[src/rtl/axi_sram_rd_pkg.sv]
// Shared types and constants for the AXI4 SRAM read slave.
// Holds the FSM state encoding, AXI response/burst codes and bus widths.
package axi_sram_rd_pkg;

  // AXI bus widths used by the read slave ports
  localparam int ADDR_W  = 32;
  localparam int DATA_W  = 32;
  localparam int LEN_W   = 4;
  localparam int SIZE_W  = 3;
  localparam int BURST_W = 2;
  localparam int RESP_W  = 2;

  // Read FSM: one SRAM access per beat, three cycles per beat minimum
  typedef enum logic [1:0] {
    IDLE = 2'd0,
    RD   = 2'd1,
    CAP  = 2'd2,
    DATA = 2'd3
  } state_e;

  localparam logic [RESP_W-1:0]  RESP_OKAY   = 2'b00;
  localparam logic [RESP_W-1:0]  RESP_SLVERR = 2'b10;

  localparam logic [BURST_W-1:0] BURST_FIXED = 2'd0;
  localparam logic [BURST_W-1:0] BURST_INCR  = 2'd1;
  localparam logic [BURST_W-1:0] BURST_WRAP  = 2'd2;

  // Only 4-byte beats map onto the 32-bit SRAM word
  localparam logic [SIZE_W-1:0]  SIZE_4B     = 3'd2;

  // A burst the slave cannot serve: wrong beat size or a WRAP burst
  function automatic logic burst_is_bad(input logic [SIZE_W-1:0]  size,
                                        input logic [BURST_W-1:0] burst);
    return (size != SIZE_4B) || (burst == BURST_WRAP);
  endfunction

endpackage

[src/rtl/axi_rd_addr_gen.sv]
// Address/beat bookkeeping for the AXI SRAM read slave.
// Latches the start word address, length and burst type on AR accept and
// steps the word address after every non-final R handshake.
module axi_rd_addr_gen
  import axi_sram_rd_pkg::*;
#(
  parameter int AW = 14
) (
  input  logic               clk,
  input  logic               rst,
  input  logic               load,
  input  logic [AW-1:0]      load_addr,
  input  logic [LEN_W-1:0]   load_len,
  input  logic [BURST_W-1:0] load_burst,
  input  logic               advance,
  output logic [AW-1:0]      addr,
  output logic               last
);

  logic [AW-1:0]      addr_q;
  logic [AW-1:0]      addr_next;
  logic [LEN_W-1:0]   len_q;
  logic [LEN_W-1:0]   beat_cnt;
  logic [BURST_W-1:0] burst_q;

  // Next beat address: FIXED repeats, INCR (and WRAP) steps modulo 2^AW
  always_comb begin
    // NOTE: default assignment first so no path through the block leaves
    // addr_next unassigned, which would infer a latch.
    addr_next = addr_q;
    if (burst_q != BURST_FIXED) begin
      addr_next = addr_q + AW'(1);
    end
  end

  // Burst registers: load on AR accept, step on each non-final R handshake
  always_ff @(posedge clk or negedge rst) begin
    if (!rst) begin
      // NOTE: registers use non-blocking assignments so every flop samples
      // the pre-edge values; blocking here would create order-dependent races.
      addr_q   <= '0;
      len_q    <= '0;
      beat_cnt <= '0;
      burst_q  <= BURST_INCR;
    end else if (load) begin
      addr_q   <= load_addr;
      len_q    <= load_len;
      beat_cnt <= '0;
      burst_q  <= load_burst;
    end else if (advance) begin
      addr_q   <= addr_next;
      beat_cnt <= beat_cnt + LEN_W'(1);
    end
  end

  assign addr = addr_q;
  assign last = (beat_cnt == len_q);

endmodule

[src/rtl/axi_sram_read_slave.sv]
// AXI4 read-channel slave in front of a single synchronous SRAM macro with
// one cycle of read latency. One outstanding burst, beats returned in order.
// Each beat costs RD (strobe SRAM), CAP (capture data) and DATA (hold until
// RREADY_S). Optional burst checking is enabled by defining
// AXI_SRAM_RD_ERRCHK_EN: bad size or WRAP bursts then return SLVERR beats
// with zero data and no SRAM access.
module axi_sram_read_slave
  import axi_sram_rd_pkg::*;
#(
  parameter int ID_W    = 8,
  parameter int AW_SRAM = 14
) (
  input  logic               clk,
  input  logic               rst,
  input  logic [ID_W-1:0]    ARID_S,
  input  logic [ADDR_W-1:0]  ARADDR_S,
  input  logic [LEN_W-1:0]   ARLEN_S,
  input  logic [SIZE_W-1:0]  ARSIZE_S,
  input  logic [BURST_W-1:0] ARBURST_S,
  input  logic               ARVALID_S,
  output logic               ARREADY_S,
  output logic [ID_W-1:0]    RID_S,
  output logic [DATA_W-1:0]  RDATA_S,
  output logic [RESP_W-1:0]  RRESP_S,
  output logic               RLAST_S,
  output logic               RVALID_S,
  input  logic               RREADY_S,
  output logic               sram_cs,
  output logic               sram_oe,
  output logic [AW_SRAM-1:0] sram_a,
  input  logic [DATA_W-1:0]  sram_do
);

  state_e              state_q;
  logic [ID_W-1:0]     id_q;
  logic [DATA_W-1:0]   rdata_q;
  logic [RESP_W-1:0]   rresp_q;
  logic                rlast_q;
  logic                rvalid_q;
  logic                cs_q;
  logic                bad_q;
  logic                bad_in;
  logic                ar_hs;
  logic                beat_adv;
  logic                beat_last;
  logic                unused_bits;

`ifdef AXI_SRAM_RD_ERRCHK_EN
  assign bad_in = burst_is_bad(ARSIZE_S, ARBURST_S);
`else
  assign bad_in = 1'b0;
`endif

  // Byte-lane bits, address bits above the SRAM and (without checking)
  // the beat size carry no meaning for this slave.
  assign unused_bits = ^{ARSIZE_S, ARADDR_S[ADDR_W-1:AW_SRAM+2], ARADDR_S[1:0]};

  // Gated by rst so the ready stays low while reset is held, even in IDLE
  assign ARREADY_S = rst && (state_q == IDLE);
  assign ar_hs     = ARREADY_S && ARVALID_S;
  assign beat_adv  = (state_q == DATA) && RREADY_S && !rlast_q;

  axi_rd_addr_gen #(
    .AW (AW_SRAM)
  ) u_addr_gen (
    .clk        (clk),
    .rst        (rst),
    .load       (ar_hs),
    .load_addr  (ARADDR_S[AW_SRAM+1:2]),
    .load_len   (ARLEN_S),
    .load_burst (ARBURST_S),
    .advance    (beat_adv),
    .addr       (sram_a),
    .last       (beat_last)
  );

  // Read FSM with registered R-channel outputs and SRAM strobe
  always_ff @(posedge clk or negedge rst) begin
    if (!rst) begin
      state_q  <= IDLE;
      id_q     <= '0;
      rdata_q  <= '0;
      rresp_q  <= RESP_OKAY;
      rlast_q  <= 1'b0;
      rvalid_q <= 1'b0;
      cs_q     <= 1'b0;
      bad_q    <= 1'b0;
    end else begin
      case (state_q)
        IDLE: begin
          if (ARVALID_S) begin
            id_q    <= ARID_S;
            bad_q   <= bad_in;
            cs_q    <= !bad_in;
            state_q <= RD;
          end
        end
        RD: begin
          cs_q    <= 1'b0;
          state_q <= CAP;
        end
        CAP: begin
          rdata_q  <= bad_q ? '0 : sram_do;
          rresp_q  <= bad_q ? RESP_SLVERR : RESP_OKAY;
          rlast_q  <= beat_last;
          rvalid_q <= 1'b1;
          state_q  <= DATA;
        end
        DATA: begin
          if (RREADY_S) begin
            rvalid_q <= 1'b0;
            if (rlast_q) begin
              rlast_q <= 1'b0;
              state_q <= IDLE;
            end else begin
              cs_q    <= !bad_q;
              state_q <= RD;
            end
          end
        end
        default: state_q <= IDLE;
      endcase
    end
  end

  assign RID_S    = id_q;
  assign RDATA_S  = rdata_q;
  assign RRESP_S  = rresp_q;
  assign RLAST_S  = rlast_q;
  assign RVALID_S = rvalid_q;
  assign sram_cs  = cs_q;
  assign sram_oe  = cs_q;

endmodule

[config.mk]
export PLATFORM = sky130hd
export DESIGN_NAME = axi_sram_read_slave
export DESIGN_NICKNAME = d
export VERILOG_FILES = /design/src/rtl/axi_sram_rd_pkg.sv /design/src/rtl/axi_rd_addr_gen.sv /design/src/rtl/axi_sram_read_slave.sv
export SDC_FILE = /design/constraint.sdc
export NUM_CORES = 1
export LEC_CHECK = 0
export BUFFER_PORTS_ARGS = -buffer_cell sky130_fd_sc_hd__buf_2
export CAP_MARGIN = 20
export CORE_ASPECT_RATIO = 1.1
export CORE_MARGIN = 8
export CORE_UTILIZATION = 43
export CTS_BUF_LIST = sky130_fd_sc_hd__clkbuf_8
export CTS_CLUSTER_SIZE = 14
export DETAILED_ROUTE_END_ITERATION = 7
export PLACE_DENSITY_LB_ADDON = 0.3
export REMOVE_ABC_BUFFERS = 1
export SLEW_MARGIN = 10
export SYNTH_ARGS = -nofsm -noshare
export SYNTH_HDL_FRONTEND = slang
export SYNTH_HIERARCHICAL = 1
export SYNTH_SLANG_ARGS = --single-unit
export TNS_END_PERCENT = 10
[constraint.sdc]
create_clock -name clk -period 2.2 [get_ports clk]
set_input_delay 0.44 -clock clk [delete_from_list [all_inputs] [get_ports clk]]
set_output_delay 0.44 -clock clk [all_outputs]
set_load 0.05 [all_outputs]
==> flow_metrics.env, run 1 <==
export IMPL_syn_area_um2=3120
export IMPL_cts_tree="built"
export IMPL_final_min_clock_period_ns=2.04
export IMPL_fillCellCount=621
export IMPL_ys_types=39
export IMPL_cp_start_kind="register"
export IMPL_cts_made_buffers=9
export IMPL_nets=469
export IMPL_p_comb_frac=0.553
export IMPL_max_vdd_ir_drop_v=0.000966
export IMPL_io_pins=146
export IMPL_maxCapViolCount=0
export IMPL_syn_area_per_cell_um2=12.7
export IMPL_synth_edf_count=0
export IMPL_endpoint_kind="register"
export IMPL_clock_sinks=69
export IMPL_cts_buffer_depth=2
export IMPL_hold_violations=0
export IMPL_portBuffers=122
export IMPL_initial_core_util=0.443
export IMPL_core_rowCount=32
export IMPL_ys_top_cells_by_area="dfrtp_1, mux2_2, ha_1"
export IMPL_ys_ff_latch=69
export IMPL_hpwlAfterDp_um=5310
export IMPL_required_ns=2.47
export IMPL_seq_power_share=0.314
export IMPL_p_int_uw=3760
export IMPL_die_area_um2=10200
export IMPL_grt_use_met2=0.223
export IMPL_core_area_um2=7050
export IMPL_routed_wl_um=7030
export IMPL_max_clock_freq_mhz=489
export IMPL_dpl_cell_count=450
export IMPL_drive_gt1_frac=0.528
export IMPL_placed_area_um2=3850
export IMPL_fin_cells=467
export IMPL_grt_pass1_vias=2463
export IMPL_final_cell_mix="buf_2, dfrtp_1, mux2_2"
export IMPL_gp_congestion=0.798
export IMPL_hold_ws_ns=0.310
export IMPL_grt_setup_unrepaired="no"
export IMPL_skew_ns=0.00705
export IMPL_power_density_nw_per_um2=1840
export IMPL_postSynth_asyncResetShare=1.00
export IMPL_chipHeight_um=105
export IMPL_critical_path_class="register to register"
export IMPL_slew_violations=0
export IMPL_worstPathArrival_ns=2.32
export IMPL_worstMarginPinSlew_ns=0.849
export IMPL_htree_levels=3
export IMPL_relSlewSlack=0.434
export IMPL_synth_top_cell_area_share=0.545
export IMPL_finish_instance_area_um2=4060
export IMPL_routed_via_density=4.87
export IMPL_hold_buffers=0
export IMPL_power_uw=7460
export IMPL_clockPowerShare=0.133
export IMPL_insertion_delay_ns=0.34
export IMPL_path_max_fanout=4
export IMPL_gr_usage_met1=0.152
export IMPL_die_x_um=97.3
export IMPL_yosysTopAreaCell="dfrtp_1"
export IMPL_first_pass_iters=4
export IMPL_drc=0
export IMPL_leakagePower_uw=0.00194
export IMPL_grt_pass1_wl_um=11700
export IMPL_top_usage_layer="met2"
export IMPL_grt_start_max_net_pins=70
export IMPL_setup_tns_ns=0
export IMPL_synthCells=246
export IMPL_synth_warnings=6
export IMPL_grt_use_total=0.140
export IMPL_syn_to_final_growth_pct=29.8
export IMPL_grtUsageMet3=0.0692
export IMPL_setup_violations_final=0
export IMPL_switching_share=0.496
export IMPL_ys_seq_area_frac=0.553
export IMPL_yosys_most_used_dff="dfrtp_1"
export IMPL_cts_root_buf="clkbuf_8"
export IMPL_drtIter0Drc=28
export IMPL_grt_ovfl_total=0
export IMPL_vias=2273
export IMPL_status="completed"
export IMPL_grt_antenna_before_repair=0
export IMPL_final_common_cell="buf_2"
export IMPL_p_sw_uw=3700
export IMPL_hold_path_class="input pin to register"
export IMPL_finalCritPeriodShare=0.929
export IMPL_wl_per_cell_um=15.0
export IMPL_ant_nets=0
export IMPL_clk_pin_slew_ns=0.07
## path summary, 6_finish.rpt
| check | depth (start not counted) | start | slack [ns] | to |
|---|---|---|---|---|
| max reg2reg | 7 | state_q[1]$_DFFE_PN0P_ | 0.16 | u_addr_gen/addr[11]$_DFFE_PN0P_ |
| max in group asynchronous | 2 | rst | 1.32 | RVALID_S$_DFFE_PN0P_ |
| min | 3 | ARADDR_S[10] | 0.31 | u_addr_gen/addr[8]$_DFFE_PN0P_ |
| min reg2reg | 2 | RVALID_S$_DFFE_PN0P_ | 0.50 | RVALID_S$_DFFE_PN0P_ |
| max | 7 | state_q[1]$_DFFE_PN0P_ | 0.16 | u_addr_gen/addr[11]$_DFFE_PN0P_ |
| min in group asynchronous | 2 | rst | 0.33 | u_addr_gen/len_q[3]$_DFFE_PN0P_ |
## worst max-delay path, cell delays in order (launching register included)
cell and delay, ns:
dfrtp_1 0.36, ha_1 0.19, inv_1 0.07, nor3b_2 0.19, o211ai_1 0.14, or4_4 0.51, or4_1 0.43, nand3_1 0.09
## through the flow
step           utilization  setup slack (ns)
2_1_floorplan            -            -0.422
3_3_place_gp         0.547             0.141
3_5_place_dp         0.547            0.0878
4_1_cts              0.574            0.0503
5_1_grt              0.575            0.0752
6_report             0.575             0.156
## cells by family (layout without fill, tap and decap cells)
group	Yosys count	in the layout	share of synthesized area
other cells	1	3	0.00120
simple gates	56	56	0.0998
xor+xnor	18	18	0.0505
flops	69	69	0.553
compound gates	24	24	0.0473
fa+ha+maj	8	8	0.0321
mux	51	51	0.184
buf+inv	19	153	0.0321
## flip-flops by register name, summed over array words and instances (netlist names)
register / flops
state_q: 2
u_addr_gen/burst_q: 2
RLAST_S: 1
u_addr_gen/addr: 14
RDATA_S: 32
RVALID_S: 1
u_addr_gen/len_q: 4
u_addr_gen/beat_cnt: 4
sram_cs: 1
RID_S: 8
## synth_stat cells (2+ instances only)
library cell	n
nor2b_4	2
inv_1	7
or3_1	2
mux2_2	47
nand3_1	5
o21ai_0	15
dfrtp_1	68
buf_4	7
ha_1	8
xnor2_1	9
nor3_1	4
nand4_1	2
mux2i_1	3
nor2b_1	2
o31ai_1	3
nor4_1	3
clkbuf_1	3
buf_2	2
xor2_1	9
nor2_1	9
nand2_1	18
## cell type report
type / count / area, um^2 / share of cell area
diodes: 1 / 2.50 / 0.000617
well taps: 85 / 106 / 0.0262
inverters: 7 / 26.3 / 0.00648
clock inverters: 6 / 55.1 / 0.0136
repair buffers: 130 / 696 / 0.172
multi-input cells: 159 / 1300 / 0.322
clock buffers: 10 / 138 / 0.0339
flip-flops and latches: 69 / 1730 / 0.426
## power groups by stage
| stage | registers, uW | logic (uW) | clock network, uW |
|---|---|---|---|
| 2_1_floorplan | 4190 | 1280 | 0 |
| 3_3_place_gp | 2330 | 4120 | 0 |
| 3_5_place_dp | 2370 | 4180 | 0 |
| 4_1_cts | 2350 | 4190 | 1030 |
| 5_1_grt | 2440 | 4390 | 1080 |
| 6_report | 2340 | 4130 | 995 |
## layer usage
| metal | wire [um] | vias to the layer above |
|---|---|---|
| li1 | - | 1117 |
| met1 | 2980 | 1063 |
| met2 | 3240 | 83 |
| met3 | 687 | 10 |
| met4 | 123 | 0 |
| met5 | 0 | - |
## timing repair
| action | in CTS | in global routing |
|---|---|---|
| setup endpoints to repair | 0 | 1 |
| buffers inserted | 0 | 0 |
| resized for setup | 0 | 1 |
Note: power is estimated with default switching activity, not from simulation.
==> inputs of run 2 (changes only) <==
--- a/config.mk
+++ b/config.mk
@@ -11,11 +11,13 @@
 export CORE_MARGIN = 8
 export CORE_UTILIZATION = 43
 export CTS_BUF_LIST = sky130_fd_sc_hd__clkbuf_8
+export CTS_CLUSTER_DIAMETER = 40
 export CTS_CLUSTER_SIZE = 14
 export DETAILED_ROUTE_END_ITERATION = 7
 export PLACE_DENSITY_LB_ADDON = 0.3
+export RECOVER_POWER = 100
 export REMOVE_ABC_BUFFERS = 1
-export SLEW_MARGIN = 10
+export SLEW_MARGIN = 25
 export SYNTH_ARGS = -nofsm -noshare
 export SYNTH_HDL_FRONTEND = slang
 export SYNTH_HIERARCHICAL = 1
==> flow_metrics.env, run 2 (synthesis results as in run 1) <==
export IMPL_status="finished, violations left"
export IMPL_failed_checks="max-capacitance violations, max-slew violations"
export IMPL_final_cell_mix="dfrtp_1, buf_2, clkbuf_1"
export IMPL_r2r_start="state_q[1]$_DFFE_PN0P_"
export IMPL_max_clock_freq_mhz=487
export IMPL_worstMarginPinSlew_ns=1.68
export IMPL_final_common_cell="dfrtp_1"
export IMPL_die_x_um=97.3
export IMPL_chipHeight_um=105
export IMPL_drive_gt1_frac=0.357
export IMPL_wl_per_cell_um=15.2
export IMPL_ff2ff_setup_slack_ns=0.15
export IMPL_setup_tns_ns=0
export IMPL_grt_start_max_net_pins=70
export IMPL_initial_core_util=0.443
export IMPL_placed_area_um2=3850
export IMPL_regToRegEndpoint="u_addr_gen/addr[11]$_DFFE_PN0P_"
export IMPL_post_route_util=0.559
export IMPL_hold_path_class="input pin to register"
export IMPL_grt_pass1_vias=2463
export IMPL_path_max_fanout=5
export IMPL_finalCritPeriodShare=0.934
export IMPL_power_uw=7260
export IMPL_ant_nets=0
export IMPL_worstPathArrival_ns=1.61
export IMPL_dpl_cell_count=450
export IMPL_syn_to_final_growth_pct=26.1
export IMPL_endpoint_kind="output pin"
export IMPL_cts_tree="built"
export IMPL_routed_via_density=4.86
export IMPL_grt_pass1_wl_um=11700
export IMPL_grt_use_total=0.140
export IMPL_skew_ns=0.00733
export IMPL_die_area_um2=10200
export IMPL_clk_pin_slew_ns=0.07
export IMPL_cts_root_buf="clkbuf_8"
export IMPL_clock_sinks=69
export IMPL_hold_path_startpoint="ARADDR_S[10]"
export IMPL_antenna_cells=0
export IMPL_slew_violations=70
export IMPL_whs_path_depth=3
export IMPL_nets=469
export IMPL_final_min_clock_period_ns=2.05
export IMPL_maxCapViolCount=1
export IMPL_finish_instance_area_um2=3940
export IMPL_routed_wl_um=7060
export IMPL_portBuffers=122
export IMPL_hold_violations=0
export IMPL_power_density_nw_per_um2=1840
export IMPL_setup_violations_final=0
export IMPL_max_vdd_ir_drop_v=0.000925
export IMPL_relSlewSlack=-0.123
export IMPL_insertion_delay_ns=0.34
export IMPL_first_pass_iters=4
export IMPL_io_pins=146
export IMPL_htree_levels=3
export IMPL_hpwlAfterDp_um=5310
export IMPL_drtIter0Drc=42
export IMPL_core_rowCount=32
export IMPL_cts_made_buffers=9
export IMPL_cp_start_kind="register"
export IMPL_core_area_um2=7050
export IMPL_critical_path_class="register to output pin"
export IMPL_largest_register_ffs=32
export IMPL_r2r_cells=7
export IMPL_grt_ovfl_total=0
export IMPL_fin_cells=466
export IMPL_required_ns=1.76
export IMPL_grt_setup_unrepaired="no"
export IMPL_grt_antenna_before_repair=0
export IMPL_leakagePower_uw=0.00175
export IMPL_drc=0
export IMPL_gp_congestion=0.798
export IMPL_hold_path_end="u_addr_gen/addr[8]$_DFFE_PN0P_"
export IMPL_vias=2264
export IMPL_cts_buffer_depth=2
[run 2: cell types whose count changed in the layout (fill, tap and decap cells not counted), moves of 2 or more]
cell	previous run	this run
clkbuf_1	0	62
buf_2	122	63
buf_4	6	2
clkbuf_2	0	2
[run 2: worst max-delay path by stage]
stage,start,endpoint,slack (ns),depth (start not counted)
CTS,state_q[1]$_DFFE_PN0P_,u_addr_gen/addr[11]$_DFFE_PN0P_,0.05,7
finish,state_q[1]$_DFFE_PN0P_,ARREADY_S,0.15,5
global route,state_q[0]$_DFFE_PN0P_,RLAST_S$_DFFE_PN0P_,0.05,6
detailed placement,state_q[1]$_DFFE_PN0P_,u_addr_gen/addr[11]$_DFFE_PN0P_,0.09,7
floorplan,RLAST_S$_DFFE_PN0P_,u_addr_gen/addr[11]$_DFFE_PN0P_,-0.42,5
global placement,RREADY_S,u_addr_gen/addr[11]$_DFFE_PN0P_,0.14,6
[run 2: critical path: stages (launching register included)]
cell and delay (ns):
dfrtp_1 0.35, clkbuf_1 0.21, inv_1 0.11, ha_1 0.23, and2_1 0.14, clkbuf_2 0.23
[run 2: cell type report]
type | instances | area, um^2
inverter | 7 | 26.3
fill | 662 | 3110
tap | 85 | 106
clock buffer | 10 | 138
multi-input combinational | 159 | 1290
sequential | 69 | 1730
timing repair buffer | 130 | 593
clock inverter | 6 | 55.1
[run 2: layer usage]
metal  wire, um  GRT usage  vias to the layer above
li1           -          -                     1115
met1       3010      0.152                     1054
met2       3240      0.223                       85
met3        691     0.0692                       10
met4        123     0.0683                        0
met5          0          0                        -
[run 2: what timing repair did]
item,in CTS,in global routing
setup endpoints to repair,0,1
endpoints found under the hold margin,0,0
hold buffers,0,0
resized for setup,0,1
setup buffers,0,0
[run 2: power by group]
group | switching (uW) | internal [uW] | leakage [uW]
Sequential | 451 | 1910 | 0.000821
Combinational | 2810 | 1100 | 0.000825
Clock | 452 | 542 | 0.000105
Total | 3710 | 3550 | 0.00175
[run 2: metrics by stage]
step           hold WS [ns]  setup slack, ns
3_5_place_dp          0.487           0.0878
3_3_place_gp          0.461            0.141
6_report              0.310            0.145
5_1_grt               0.302           0.0497
4_1_cts               0.294           0.0503
2_1_floorplan         0.144           -0.422
==> inputs of run 3 (changes only) <==
--- a/config.mk
+++ b/config.mk
@@ -5,15 +5,15 @@
 export SDC_FILE = /design/constraint.sdc
 export NUM_CORES = 1
 export LEC_CHECK = 0
-export BUFFER_PORTS_ARGS = -buffer_cell sky130_fd_sc_hd__buf_2
 export CAP_MARGIN = 20
 export CORE_ASPECT_RATIO = 1.1
 export CORE_MARGIN = 8
-export CORE_UTILIZATION = 43
+export CORE_UTILIZATION = 25
 export CTS_BUF_LIST = sky130_fd_sc_hd__clkbuf_8
 export CTS_CLUSTER_DIAMETER = 40
 export CTS_CLUSTER_SIZE = 14
 export DETAILED_ROUTE_END_ITERATION = 7
+export DONT_BUFFER_PORTS = 1
 export PLACE_DENSITY_LB_ADDON = 0.3
 export RECOVER_POWER = 100
 export REMOVE_ABC_BUFFERS = 1
==> flow_metrics.env, run 3 (synthesis results as in run 1) <==
export IMPL_grt_ovfl_total=0
export IMPL_htree_levels=3
export IMPL_largest_register_ffs=32
export IMPL_final_min_clock_period_ns=2.05
export IMPL_nets=364
export IMPL_finalCritPeriodShare=0.932
export IMPL_hold_path_startpoint="ARADDR_S[14]"
export IMPL_grt_antenna_before_repair=1
export IMPL_worstMarginPinSlew_ns=0.950
export IMPL_grt_use_total=0.0922
export IMPL_startpoint="state_q[0]$_DFFE_PN0P_"
export IMPL_insertion_delay_ns=0.36
export IMPL_cts_tree="built"
export IMPL_post_cts_setup_buffers=0
export IMPL_cts_made_buffers=9
export IMPL_gp_congestion=0.729
export IMPL_maxCapViolCount=0
export IMPL_max_clock_freq_mhz=488
export IMPL_core_rowCount=43
export IMPL_drtIter0Drc=59
export IMPL_grt_pass1_vias=2109
export IMPL_required_ns=2.49
export IMPL_drive_gt1_frac=0.297
export IMPL_io_pins=146
export IMPL_ant_nets=0
export IMPL_fin_cells=433
export IMPL_clk_pin_slew_ns=0.07
export IMPL_die_x_um=123
export IMPL_die_area_um2=16300
export IMPL_hold_ws_ns=0.201
export IMPL_first_pass_iters=4
export IMPL_regToRegEndpoint="u_addr_gen/addr[11]$_DFFE_PN0P_"
export IMPL_hold_violations=0
export IMPL_hold_path_end="u_addr_gen/addr[12]$_DFFE_PN0P_"
export IMPL_grt_start_max_net_pins=70
export IMPL_setup_violations_final=0
export IMPL_antenna_cells=0
export IMPL_cp_start_kind="register"
export IMPL_final_cell_mix="dfrtp_1, mux2_2, nand2_1"
export IMPL_hpwlAfterDp_um=5340
export IMPL_r2r_cells=8
export IMPL_r2r_start="state_q[0]$_DFFE_PN0P_"
export IMPL_endpoint_kind="register"
export IMPL_path_max_fanout=4
export IMPL_initial_core_util=0.251
export IMPL_whs_path_depth=2
export IMPL_skew_ns=0.00641
export IMPL_post_route_util=0.289
export IMPL_final_common_cell="dfrtp_1"
export IMPL_clock_sinks=69
export IMPL_hold_path_class="input pin to register"
export IMPL_routed_via_density=4.43
export IMPL_wl_per_cell_um=16.7
export IMPL_critical_path_class="register to register"
export IMPL_vias=1917
export IMPL_cts_root_buf="clkbuf_8"
export IMPL_ff2ff_setup_slack_ns=0.15
export IMPL_relSlewSlack=0.367
export IMPL_dpl_cell_count=415
export IMPL_syn_to_final_growth_pct=15.1
export IMPL_core_area_um2=12400
export IMPL_slew_violations=0
export IMPL_status="completed"
export IMPL_cts_buffer_depth=2
export IMPL_worstPathArrival_ns=2.34
export IMPL_grt_setup_unrepaired="no"
export IMPL_setup_tns_ns=0
export IMPL_drc=0
export IMPL_grt_pass1_wl_um=11300
export IMPL_routed_wl_um=7230
export IMPL_chipHeight_um=133
export IMPL_portBuffers=0
[run 3: cell types whose count changed in the layout (fill, tap and decap cells not counted), sizes merged]
cell / before / now
buf: 66 / 6
clkbuf: 74 / 28
dlygate4sd3: 0 / 1
[run 3: critical path: stages (launching register included)]
cell and delay (ns):
dfrtp_1 0.36, ha_2 0.19, inv_1 0.06, nor3b_2 0.15, buf_4 0.14, o211ai_1 0.11, or4_4 0.45, or4_1 0.42
nand3_1 0.10
[run 3: how the worst max path moves through the flow]
stage               slack (ns)  cells after the start                              end
floorplan                -0.42                      5  u_addr_gen/addr[11]$_DFFE_PN0P_
CTS                     0.0005                      4                        ARREADY_S
detailed placement        0.07                      8  u_addr_gen/addr[11]$_DFFE_PN0P_
global route              0.03                      9   u_addr_gen/addr[4]$_DFFE_PN0P_
finish                    0.15                      8  u_addr_gen/addr[11]$_DFFE_PN0P_
global placement          0.05                      8  u_addr_gen/addr[11]$_DFFE_PN0P_
[run 3: layer usage]
metal,up-vias,track usage,wire length (um)
met2,80,0.148,3430
met1,927,0.0938,2800
li1,894,-,-
met4,2,0.0563,182
met3,14,0.0466,803
met5,-,0,13
[run 3: layout make-up]
type | count | area (um^2)
tap | 157 | 196
inverter | 7 | 26.3
clock buffer | 10 | 138
clock inverter | 6 | 55.1
sequential | 69 | 1730
multi-input combinational | 159 | 1310
timing repair buffer | 25 | 145
fill | 1275 | 8830
[run 3: repair_timing]
action                     4_1_cts  5_1_grt
setup endpoints to repair        0        5
gates resized for setup          0        5
hold endpoints to repair        69        0
hold buffers                     2        0
[run 3: through the flow]
stage,setup slack (ns),instance area [um^2]
CTS,0.000522,3680
global placement,0.0474,3450
floorplan,-0.422,3050
global route,0.0258,3590
detailed placement,0.0731,3450
finish,0.151,3590
Power of run 3 is not shown: default switching activity piles up to over one toggle a cycle in this logic, so the estimate is an artifact.
